### config.mk
export PLATFORM = sky130hd
export DESIGN_NAME = sbox
export DESIGN_NICKNAME = d
export VERILOG_FILES = /design/src/rtl/aes_pkg.sv /design/src/rtl/sbox_comb.sv /design/src/rtl/sbox.sv
export SDC_FILE = /design/constraint.sdc
export NUM_CORES = 1
export LEC_CHECK = 0
export ABC_CLOCK_PERIOD_IN_PS = 800
export CORE_ASPECT_RATIO = 0.9
export CORE_MARGIN = 1
export CORE_UTILIZATION = 51
export DETAILED_ROUTE_END_ITERATION = 8
export HOLD_SLACK_MARGIN = 0.15
export PLACE_DENSITY = 0.76
export SLEW_MARGIN = 20
export SYNTH_ARGS = -nofsm -noshare
export SYNTH_HDL_FRONTEND = slang
export SYNTH_SLANG_ARGS = --single-unit
export TNS_END_PERCENT = 10
### constraint.sdc
create_clock -name clk -period 0.8 [get_ports clk]
set_clock_uncertainty 0.15 [all_clocks]
set_input_delay 0.16 -clock clk [delete_from_list [all_inputs] [get_ports clk]]
set_output_delay 0.16 -clock clk [all_outputs]
set_load 0.01 [all_outputs]
### src/rtl/aes_pkg.sv
// Shared AES field constants: polynomials, affine constant and the basis change
// between the AES polynomial basis and the GF((2^4)^2) tower used by the S-box.
package aes_pkg;

   typedef logic [7:0]      byte_t;
   typedef logic [3:0]      nibble_t;
   typedef logic [7:0][7:0] bit_matrix_t;

   localparam logic [8:0] AES_POLY  = 9'h11B;
   localparam byte_t      AFFINE_C  = 8'h63;

   // Tower: GF(2^4) = GF(2)[t]/(t^4+t+1), GF(2^8) = GF(2^4)[y]/(y^2+y+LAMBDA).
   // An element is stored as {high nibble = y coefficient, low nibble}.
   localparam nibble_t    GF16_RED    = 4'h3;
   localparam nibble_t    GF16_LAMBDA = 4'hC;

   // Row r selects the input bits XORed into output bit r.
   // ISO_MAP sends AES 0x02 to the tower root of x^8+x^4+x^3+x+1 (0x40);
   // ISO_INV is its inverse (tower t -> 0xE1, y -> 0xA2).
   localparam bit_matrix_t ISO_MAP = {8'hA0, 8'h72, 8'hAC, 8'hDC,
                                      8'h18, 8'h1C, 8'hFC, 8'h5D};
   localparam bit_matrix_t ISO_INV = {8'h92, 8'h86, 8'h12, 8'hA4,
                                      8'hAC, 8'h0C, 8'h70, 8'h83};

   function automatic byte_t mat_mul(input bit_matrix_t m, input byte_t v);
      byte_t y;
      y = '0;
      for (int r = 0; r < 8; r++) begin
         y[r] = ^(m[r] & v);
      end
      return y;
   endfunction

endpackage

### src/rtl/sbox_comb.sv
// Combinational forward AES S-box: tower-field inversion followed by the affine
// transform. No state; reusable wherever a byte substitution is needed.
module sbox_comb
   import aes_pkg::*;
(
   input  logic [7:0] in,
   output logic [7:0] out
);

   function automatic nibble_t gf16_mul(input nibble_t a, input nibble_t b);
      nibble_t acc;
      nibble_t sh;
      acc = '0;
      sh  = a;
      for (int i = 0; i < 4; i++) begin
         if (b[i]) begin
            acc = acc ^ sh;
         end
         sh = {sh[2:0], 1'b0} ^ (sh[3] ? GF16_RED : 4'h0);
      end
      return acc;
   endfunction

   function automatic nibble_t gf16_inv(input nibble_t a);
      nibble_t r;
      case (a)
         4'h0:    r = 4'h0;
         4'h1:    r = 4'h1;
         4'h2:    r = 4'h9;
         4'h3:    r = 4'hE;
         4'h4:    r = 4'hD;
         4'h5:    r = 4'hB;
         4'h6:    r = 4'h7;
         4'h7:    r = 4'h6;
         4'h8:    r = 4'hF;
         4'h9:    r = 4'h2;
         4'hA:    r = 4'hC;
         4'hB:    r = 4'h5;
         4'hC:    r = 4'hA;
         4'hD:    r = 4'h4;
         4'hE:    r = 4'h3;
         default: r = 4'h8;
      endcase
      return r;
   endfunction

   function automatic byte_t affine(input byte_t b);
      return b ^ {b[3:0], b[7:4]} ^ {b[4:0], b[7:5]}
               ^ {b[5:0], b[7:6]} ^ {b[6:0], b[7]} ^ AFFINE_C;
   endfunction

   byte_t   iso;
   nibble_t ah;
   nibble_t al;
   nibble_t norm;
   nibble_t norm_inv;
   nibble_t inv_h;
   nibble_t inv_l;
   byte_t   inv_aes;

   assign iso = mat_mul(ISO_MAP, in);
   assign ah  = iso[7:4];
   assign al  = iso[3:0];

   // (ah*y + al)^-1 = (ah*y + ah + al) / N, N = ah^2*LAMBDA + ah*al + al^2.
   // N is zero only for the zero element, which then maps back to zero.
   assign norm     = gf16_mul(gf16_mul(ah, ah), GF16_LAMBDA)
                   ^ gf16_mul(ah, al) ^ gf16_mul(al, al);
   assign norm_inv = gf16_inv(norm);
   assign inv_h    = gf16_mul(ah, norm_inv);
   assign inv_l    = gf16_mul(ah ^ al, norm_inv);

   assign inv_aes = mat_mul(ISO_INV, {inv_h, inv_l});
   assign out     = affine(inv_aes);

endmodule

### src/rtl/sbox.sv
// Registered AES S-box: one byte substituted per cycle, one cycle of latency.
module sbox
   import aes_pkg::*;
(
   input  logic       clk,
   input  logic       rst_n,
   input  logic [7:0] in,
   output logic [7:0] out
);

   byte_t sub_p0;

   sbox_comb u_core (
      .in  (in),
      .out (sub_p0)
   );

   // stage p0 -> registered output
   always_ff @(posedge clk or negedge rst_n) begin
      if (!rst_n) begin
         out <= '0;
      end else begin
         out <= sub_p0;
      end
   end

endmodule

==> flow_metrics.env, run 1 <==
export IMPL_synthDistinctLibCells=49
export IMPL_worst_setup_path_type="in2reg"
export IMPL_synthArstFlopShare_pct=100
export IMPL_die_w_um=65.0
export IMPL_path_buf_inv=5
export IMPL_setup_ws_ps=-3660
export IMPL_cts_htree_levels=1
export IMPL_io_pins=18
export IMPL_maxCapViolations=0
export IMPL_fp_row_count=20
export IMPL_hpwl_um=3940
export IMPL_tns_ps=-29580
export IMPL_clkSinkCount=8
export IMPL_cp_arrival_ps=4420
export IMPL_slew_headroom_pct=66.4
export IMPL_yosys_warnings=0
export IMPL_synthCells=186
export IMPL_gp_congestion=0.964
export IMPL_synth_largest_area_cell="xnor2_1"
export IMPL_numCtsBuffers=3
export IMPL_drive_gt1_share_pct=56.7
export IMPL_via_per_inst=5.99
export IMPL_post_route_period_util_pct=558
export IMPL_fin_nets=312
export IMPL_ys_ff_latch=8
export IMPL_drtPass1Iterations=5
export IMPL_setup_violations=16
export IMPL_fin_crit_ps=4460
export IMPL_regMostFlops="out"
export IMPL_path_cells="dlygate4sd2_1, xnor2_4, o21bai_1, a211oi_1, o22ai_1, xnor2_2, inv_2, ha_4, and3_4, o21a_1, nor4b_4, a21o_1, buf_6, buf_4, buf_4, nand2_1, xnor2_2, xnor2_1, xor3_1"
export IMPL_syn_area_um2=1820
export IMPL_cts_tree="done"
export IMPL_slowest_delay_ps=530
export IMPL_cp_start_kind="input port"
export IMPL_min_path_type="in2async"
export IMPL_ys_top_cells_by_count="34 x xnor2_1, 12 x nand2_1, 12 x nor2_1, 12 x xor2_1"
export IMPL_endpoint="out[4]"
export IMPL_fmax_mhz=224
export IMPL_syn_to_final_growth_pct=65.2
export IMPL_path_max_fanout=5
export IMPL_core_um2=3400
export IMPL_synth_top_area_share_pct=16.3
export IMPL_cp_depth=19
export IMPL_avgSynthCellArea_um2=9.80
export IMPL_stdcell_count=337
export IMPL_crit_start="in[5]"
export IMPL_seq_area_frac_synth_pct=11.0
export IMPL_reg_top3="out x8"
export IMPL_status="complete, but fails checks"
export IMPL_netlist_top_cells_area="xnor2_1 16%, dfrtp_1 11%, xnor3_1 8.6%"
export IMPL_grt_pass1_vias=1916
export IMPL_antenna_found_initial=0
export IMPL_die_area_um2=3820
export IMPL_numPortBuffers=17
export IMPL_routed_wl_um=7610
export IMPL_grt_pass1_wl_um=9620
export IMPL_fill_cells=143
export IMPL_grt_setup_unrepaired="yes"
export IMPL_final_max_slew_violation_count=0
export IMPL_crit_path_end_kind="flip-flop"
export IMPL_violations="negative setup slack"
export IMPL_dr_first_iter_drc_count=181
export IMPL_synth_nets=203
export IMPL_synth_edff_count=0
export IMPL_cpLargestDelayFamily="XOR/XNOR gates"
export IMPL_multiInputGateArea_um2=1820
export IMPL_vias=2019
export IMPL_grt_max_degree=14
export IMPL_synth_most_common_cell="xnor2_1"
export IMPL_cts_buffer_depth=2
export IMPL_seq_area_um2=200
export IMPL_largest_register_ffs=8
export IMPL_hold_viol=0
export IMPL_grt_overflow_total=0
export IMPL_required_ps=760
export IMPL_cts_root_buf="clkbuf_8"
export IMPL_fp_dieH_um=58.7
export IMPL_drc=0
export IMPL_clk_transition_reported_paths_ps=40
export IMPL_ant_nets=0
export IMPL_diodes=0
export IMPL_dp_cells=308
export IMPL_tightest_slew_ps=500
export IMPL_grt_usage_pct=34.3
export IMPL_start_util_pct=53.6
export IMPL_synthFlopType="dfrtp_1"
export IMPL_avgRoutedWirePerCell_um=22.6
export IMPL_cp_slowest_cell="xor3_1"
==> cell families after synthesis <==
logic type	synth area share (%)
AND/OR/NAND/NOR	13.2
AO/OA/AOI/OAI	14.3
multiplexers	6.38
adder cells (fa/ha/maj)	4.80
buffers and inverters	4.32
flip-flops	11.0
XOR/XNOR	45.9
==> worst min path at each step <==
stage / start / to / slack, ps / cells after the start
final: rst_n / out[5] / 120 / 2
after global routing: rst_n / out[2] / 120 / 2
after CTS: rst_n / out[5] / 120 / 2
after floorplan: rst_n / out[0] / -290 / 0
after global placement: rst_n / out[1] / 340 / 2
after detailed placement: rst_n / out[6] / 360 / 2
==> placed cells by master, fill, tap and decap left out, drive strengths merged, types with 2 or more instances in the layout <==
master / count
nor3b: 2
nor2: 12
o221ai: 4
o21ai: 6
xnor3: 8
a21o: 2
or3: 2
nor3: 5
dfrtp: 8
clkbuf: 3
nand2: 13
xor2: 14
buf: 104
a211oi: 4
xnor2: 44
ha: 7
o22ai: 2
dlygate4sd2: 3
clkdlybuf4s50: 2
and3: 2
a31oi: 2
inv: 9
a21oi: 9
mux2i: 9
nor2b: 3
==> metal layers <==
metal	share of wire, %	routed length, um	vias up	global-route usage, %
met5	0	0	-	0
met4	5.4	410	0	12.7
met3	9.0	681	46	6.01
met2	48	3680	149	60.3
met1	37	2840	970	42.3
li1	-	-	854	-
==> stage by stage <==
step	hold slack, ps	worst slack [ps]	util (%)	cell area (um2)
3_3_place_gp	338	-3980	75.1	2560
4_1_cts	123	-3500	82.3	2800
3_5_place_dp	365	-4160	75.1	2560
6_report	119	-3660	88.5	3010
5_1_grt	125	-3820	88.5	3010
2_1_floorplan	-286	-3450	-	1870
==> what timing repair did <==
item | 4_1_cts | 5_1_grt
endpoints found under the setup margin | 16 | 16
pin swaps | 22 | 25
resized for setup | 72 | 25
setup buffers | 14 | 13
hold endpoints to repair | 8 | 8
==> cell type report <==
| type | instances | area share [%] |
|---|---|---|
| tap | 44 | 1.83 |
| sequential | 8 | 6.65 |
| timing repair buffer | 110 | 28.5 |
| multi-input combinational | 163 | 60.5 |
| inverter | 9 | 1.12 |
| clock buffer | 3 | 1.37 |
Power of run 1 is left out: the tool's default activity adds up to more than one toggle a clock period on the data nets, which glitch-free logic cannot reach.
==> inputs of run 2 (changes only) <==
--- a/config.mk
+++ b/config.mk
@@ -5,13 +5,14 @@
 export SDC_FILE = /design/constraint.sdc
 export NUM_CORES = 1
 export LEC_CHECK = 0
+export ABC_AREA = 1
 export ABC_CLOCK_PERIOD_IN_PS = 800
 export CORE_ASPECT_RATIO = 0.9
 export CORE_MARGIN = 1
 export CORE_UTILIZATION = 51
 export DETAILED_ROUTE_END_ITERATION = 8
 export HOLD_SLACK_MARGIN = 0.15
-export PLACE_DENSITY = 0.76
+export PLACE_DENSITY = 0.74
 export SLEW_MARGIN = 20
 export SYNTH_ARGS = -nofsm -noshare
 export SYNTH_HDL_FRONTEND = slang
==> flow_metrics.env, run 2 <==
export IMPL_start_util_pct=53.8
export IMPL_stop_error="[ERROR DPL-0038] Utilization greater than 100%, impossible to legalize"
export IMPL_worst_path_end_type="register input"
export IMPL_cts_root_buf="clkbuf_8"
export IMPL_avgSynthCellArea_um2=5.56
export IMPL_gp_congestion=0.943
export IMPL_synth_most_common_cell="nand2_1"
export IMPL_fp_row_count=23
export IMPL_worstEndpointGrtRepair="out[2]$_DFF_PN0_/D"
export IMPL_cts_htree_levels=1
export IMPL_dp_cells=590
export IMPL_ys_top_cells_by_count="156 x nand2_1, 74 x nand3_1, 50 x inv_1"
export IMPL_stop_stage="global routing"
export IMPL_clkSinkCount=8
export IMPL_seq_area_frac_synth_pct=8.23
export IMPL_synthFlopType="dfrtp_1"
export IMPL_die_w_um=74.8
export IMPL_synth_edff_count=0
export IMPL_numCtsBuffers=3
export IMPL_hpwl_um=6120
export IMPL_synth_largest_area_cell="nand2_1"
export IMPL_syn_area_um2=2430
export IMPL_status="aborted with a tool error"
export IMPL_yosys_warnings=0
export IMPL_synthCells=437
export IMPL_synthArstFlopShare_pct=100
export IMPL_cts_buffer_depth=2
export IMPL_numPortBuffers=17
export IMPL_netlist_top_cells_area="nand2_1 24%, nand3_1 15%, nand2_2 9.0%"
export IMPL_fp_dieH_um=67.5
export IMPL_place_ws_ps=-3280
export IMPL_ys_ff_latch=8
export IMPL_grt_max_degree=10
export IMPL_synth_top_area_share_pct=24.1
export IMPL_synthDistinctLibCells=26
export IMPL_synth_nets=454
export IMPL_io_pins=18
==> run 2: what timing repair did <==
item	CTS
endpoints found under the hold margin	8
buffers inserted	33
gates resized for setup	105
endpoints found under the setup margin	16
pin swaps	55
==> run 2: cell families after synthesis <==
| logic type | Yosys count | share of synthesized area [%] |
|---|---|---|
| simple gates | 327 | 66.8 |
| buf+inv | 65 | 10.6 |
| xor+xnor | 24 | 9.52 |
| flops | 8 | 8.23 |
| fa+ha+maj | 7 | 3.60 |
| compound gates | 6 | 1.24 |
==> run 2: per-stage QoR <==
step	util (%)	cell area (um2)
after floorplan	-	2660
after global placement	76.7	3460
after CTS	86.7	3920
after detailed placement	76.7	3460
==> inputs of run 3 (changes only) <==
--- a/config.mk
+++ b/config.mk
@@ -7,12 +7,10 @@
 export LEC_CHECK = 0
 export ABC_AREA = 1
 export ABC_CLOCK_PERIOD_IN_PS = 800
-export CORE_ASPECT_RATIO = 0.9
 export CORE_MARGIN = 1
-export CORE_UTILIZATION = 51
+export CORE_UTILIZATION = 36
 export DETAILED_ROUTE_END_ITERATION = 8
-export HOLD_SLACK_MARGIN = 0.15
-export PLACE_DENSITY = 0.74
+export PLACE_DENSITY_LB_ADDON = 0.15
 export SLEW_MARGIN = 20
 export SYNTH_ARGS = -nofsm -noshare
 export SYNTH_HDL_FRONTEND = slang
==> flow_metrics.env, run 3 <==
export IMPL_die_w_um=84.2
export IMPL_synth_nets=454
export IMPL_setup_violations=16
export IMPL_synth_edff_count=0
export IMPL_violations="design-rule violations, negative setup slack"
export IMPL_tns_ps=-21600
export IMPL_ant_nets=0
export IMPL_die_area_um2=7090
export IMPL_hold_viol=0
export IMPL_hpwl_um=6000
export IMPL_post_route_period_util_pct=427
export IMPL_grt_overflow_total=0
export IMPL_seq_area_frac_synth_pct=8.23
export IMPL_clk_transition_reported_paths_ps=40
export IMPL_required_ps=770
export IMPL_cts_tree="done"
export IMPL_antenna_found_initial=0
export IMPL_grt_pass1_wl_um=14200
export IMPL_slowest_delay_ps=260
export IMPL_numPortBuffers=17
export IMPL_avgSynthCellArea_um2=5.56
export IMPL_status="complete, but fails checks"
export IMPL_grt_setup_unrepaired="yes"
export IMPL_yosys_warnings=0
export IMPL_synth_most_common_cell="nand2_1"
export IMPL_synthArstFlopShare_pct=100
export IMPL_largest_register_ffs=8
export IMPL_synth_largest_area_cell="nand2_1"
export IMPL_cp_slowest_cell="ha_4"
export IMPL_syn_to_final_growth_pct=84.4
export IMPL_grt_pass1_vias=3106
export IMPL_grt_usage_pct=24.5
export IMPL_tightest_slew_ps=269
export IMPL_ys_ff_latch=8
export IMPL_min_path_type="in2async"
export IMPL_p_total_mw=18.5
export IMPL_avgRoutedWirePerCell_um=14.1
export IMPL_dr_first_iter_drc_count=291
export IMPL_numCtsBuffers=3
export IMPL_gp_congestion=0.938
export IMPL_worst_setup_path_type="in2reg"
export IMPL_io_pins=18
export IMPL_p_per_area_nw_per_um2=4120
export IMPL_cpMostUsedCell="nand2_2"
export IMPL_cts_buffer_depth=2
export IMPL_cts_root_buf="clkbuf_8"
export IMPL_grt_max_degree=10
export IMPL_cts_hold_buf=0
export IMPL_diodes=0
export IMPL_setup_ws_ps=-2620
export IMPL_maxCapViolations=0
export IMPL_cp_start_kind="input port"
export IMPL_final_max_slew_violation_count=0
export IMPL_synth_top_area_share_pct=24.1
export IMPL_clkSinkCount=8
export IMPL_synthCells=437
export IMPL_fin_nets=594
export IMPL_p_leak_nw=2.41
export IMPL_fp_dieH_um=84.2
export IMPL_ir_drop_mv=3.10
export IMPL_drive_gt1_share_pct=58.3
export IMPL_vias=3334
export IMPL_fin_crit_ps=3420
export IMPL_drc=4
export IMPL_start_util_pct=37.9
export IMPL_cts_htree_levels=1
export IMPL_ys_top_cells_by_count="156 x nand2_1, 74 x nand3_1, 50 x inv_1"
export IMPL_syn_area_um2=2430
export IMPL_path_max_fanout=5
export IMPL_slew_headroom_pct=82.0
export IMPL_crit_path_end_kind="flip-flop"
export IMPL_via_per_inst=5.11
export IMPL_fmax_mhz=293
export IMPL_routed_wl_um=9200
export IMPL_synthFlopType="dfrtp_1"
export IMPL_core_um2=6420
export IMPL_regMostFlops="out"
export IMPL_netlist_top_cells_area="nand2_1 24%, nand3_1 15%, nand2_2 9.0%"
export IMPL_cp_arrival_ps=3390
export IMPL_layout_common_cells="104 x nand2_1, 104 x buf_4, 57 x nand2_2"
export IMPL_drtPass1Iterations=7
export IMPL_reg_top3="out x8"
export IMPL_synthDistinctLibCells=26
export IMPL_fp_row_count=29
run 3: cell counts after synthesis:
Identical to the previous run, type by type.
run 3: final timing paths:
check / startpoint / depth (start not counted) / slack (ps) / to
worst max-delay path: in[4] / 35 / -2620 / out[2]
worst min-delay path: rst_n / 2 / 90 / out[0]
max in group asynchronous: rst_n / 2 / 310 / out[7]
min in group clk: out[1] / 1 / 670 / out[1]
run 3: stage by stage:
stage	instance area, um2	worst slack [ps]	hold slack (ps)	util [%]	instances
final	4480	-2620	89.9	69.8	652
after global routing	4480	-2810	94.4	69.8	652
after CTS	4100	-2460	92.0	63.8	640
after detailed placement	3490	-3230	337	54.3	604
after global placement	3490	-3190	339	54.3	604
after floorplan	2660	-2360	-286	-	437
run 3: area by class of cell:
| cell class | count | area [um2] |
|---|---|---|
| Clock buffer | 3 | 41.3 |
| Fill cell | 511 | 1940 |
| Inverter | 63 | 294 |
| Multi-Input combinational cell | 366 | 2750 |
| Sequential cell | 8 | 200 |
| Tap cell | 77 | 96.3 |
| Timing Repair Buffer | 135 | 1110 |
run 3: worst max-delay path: cells and delay by family:
kind	cells	cell delay (ps)
fa+ha+maj	1	260
buf+inv	8	630
simple gates	26	2300
run 3: power breakdown:
| group | total (mW) | internal, mW | switching, mW |
|---|---|---|---|
| clock | 0.492 | 0.327 | 0.166 |
| sequential | 0.792 | 0.743 | 0.0489 |
| combinational | 17.2 | 7.40 | 9.77 |
run 3: timing repair:
action,4_1_cts,5_1_grt
setup buffers,32,11
gates cloned,1,1
gates resized for setup,168,69
setup endpoints to repair,16,16
pin swaps,69,57
run 3: kinds of logic after synthesis:
family	share of synthesized area [%]
XOR/XNOR	9.52
AND/OR/NAND/NOR	66.8
adder cells (fa/ha/maj)	3.60
AO/OA/AOI/OAI	1.24
flip-flops	8.23
buffers and inverters	10.6
run 3: metal layers:
metal / track usage, % / up-vias / part of all wire, %
met4: 5.96 / 0 / 1.7
met5: 0 / - / 0
met3: 2.46 / 18 / 5.1
met2: 42.4 / 103 / 50
li1: - / 1649 / -
met1: 32.8 / 1564 / 43
Note: power is estimated with default switching activity, not from simulation.
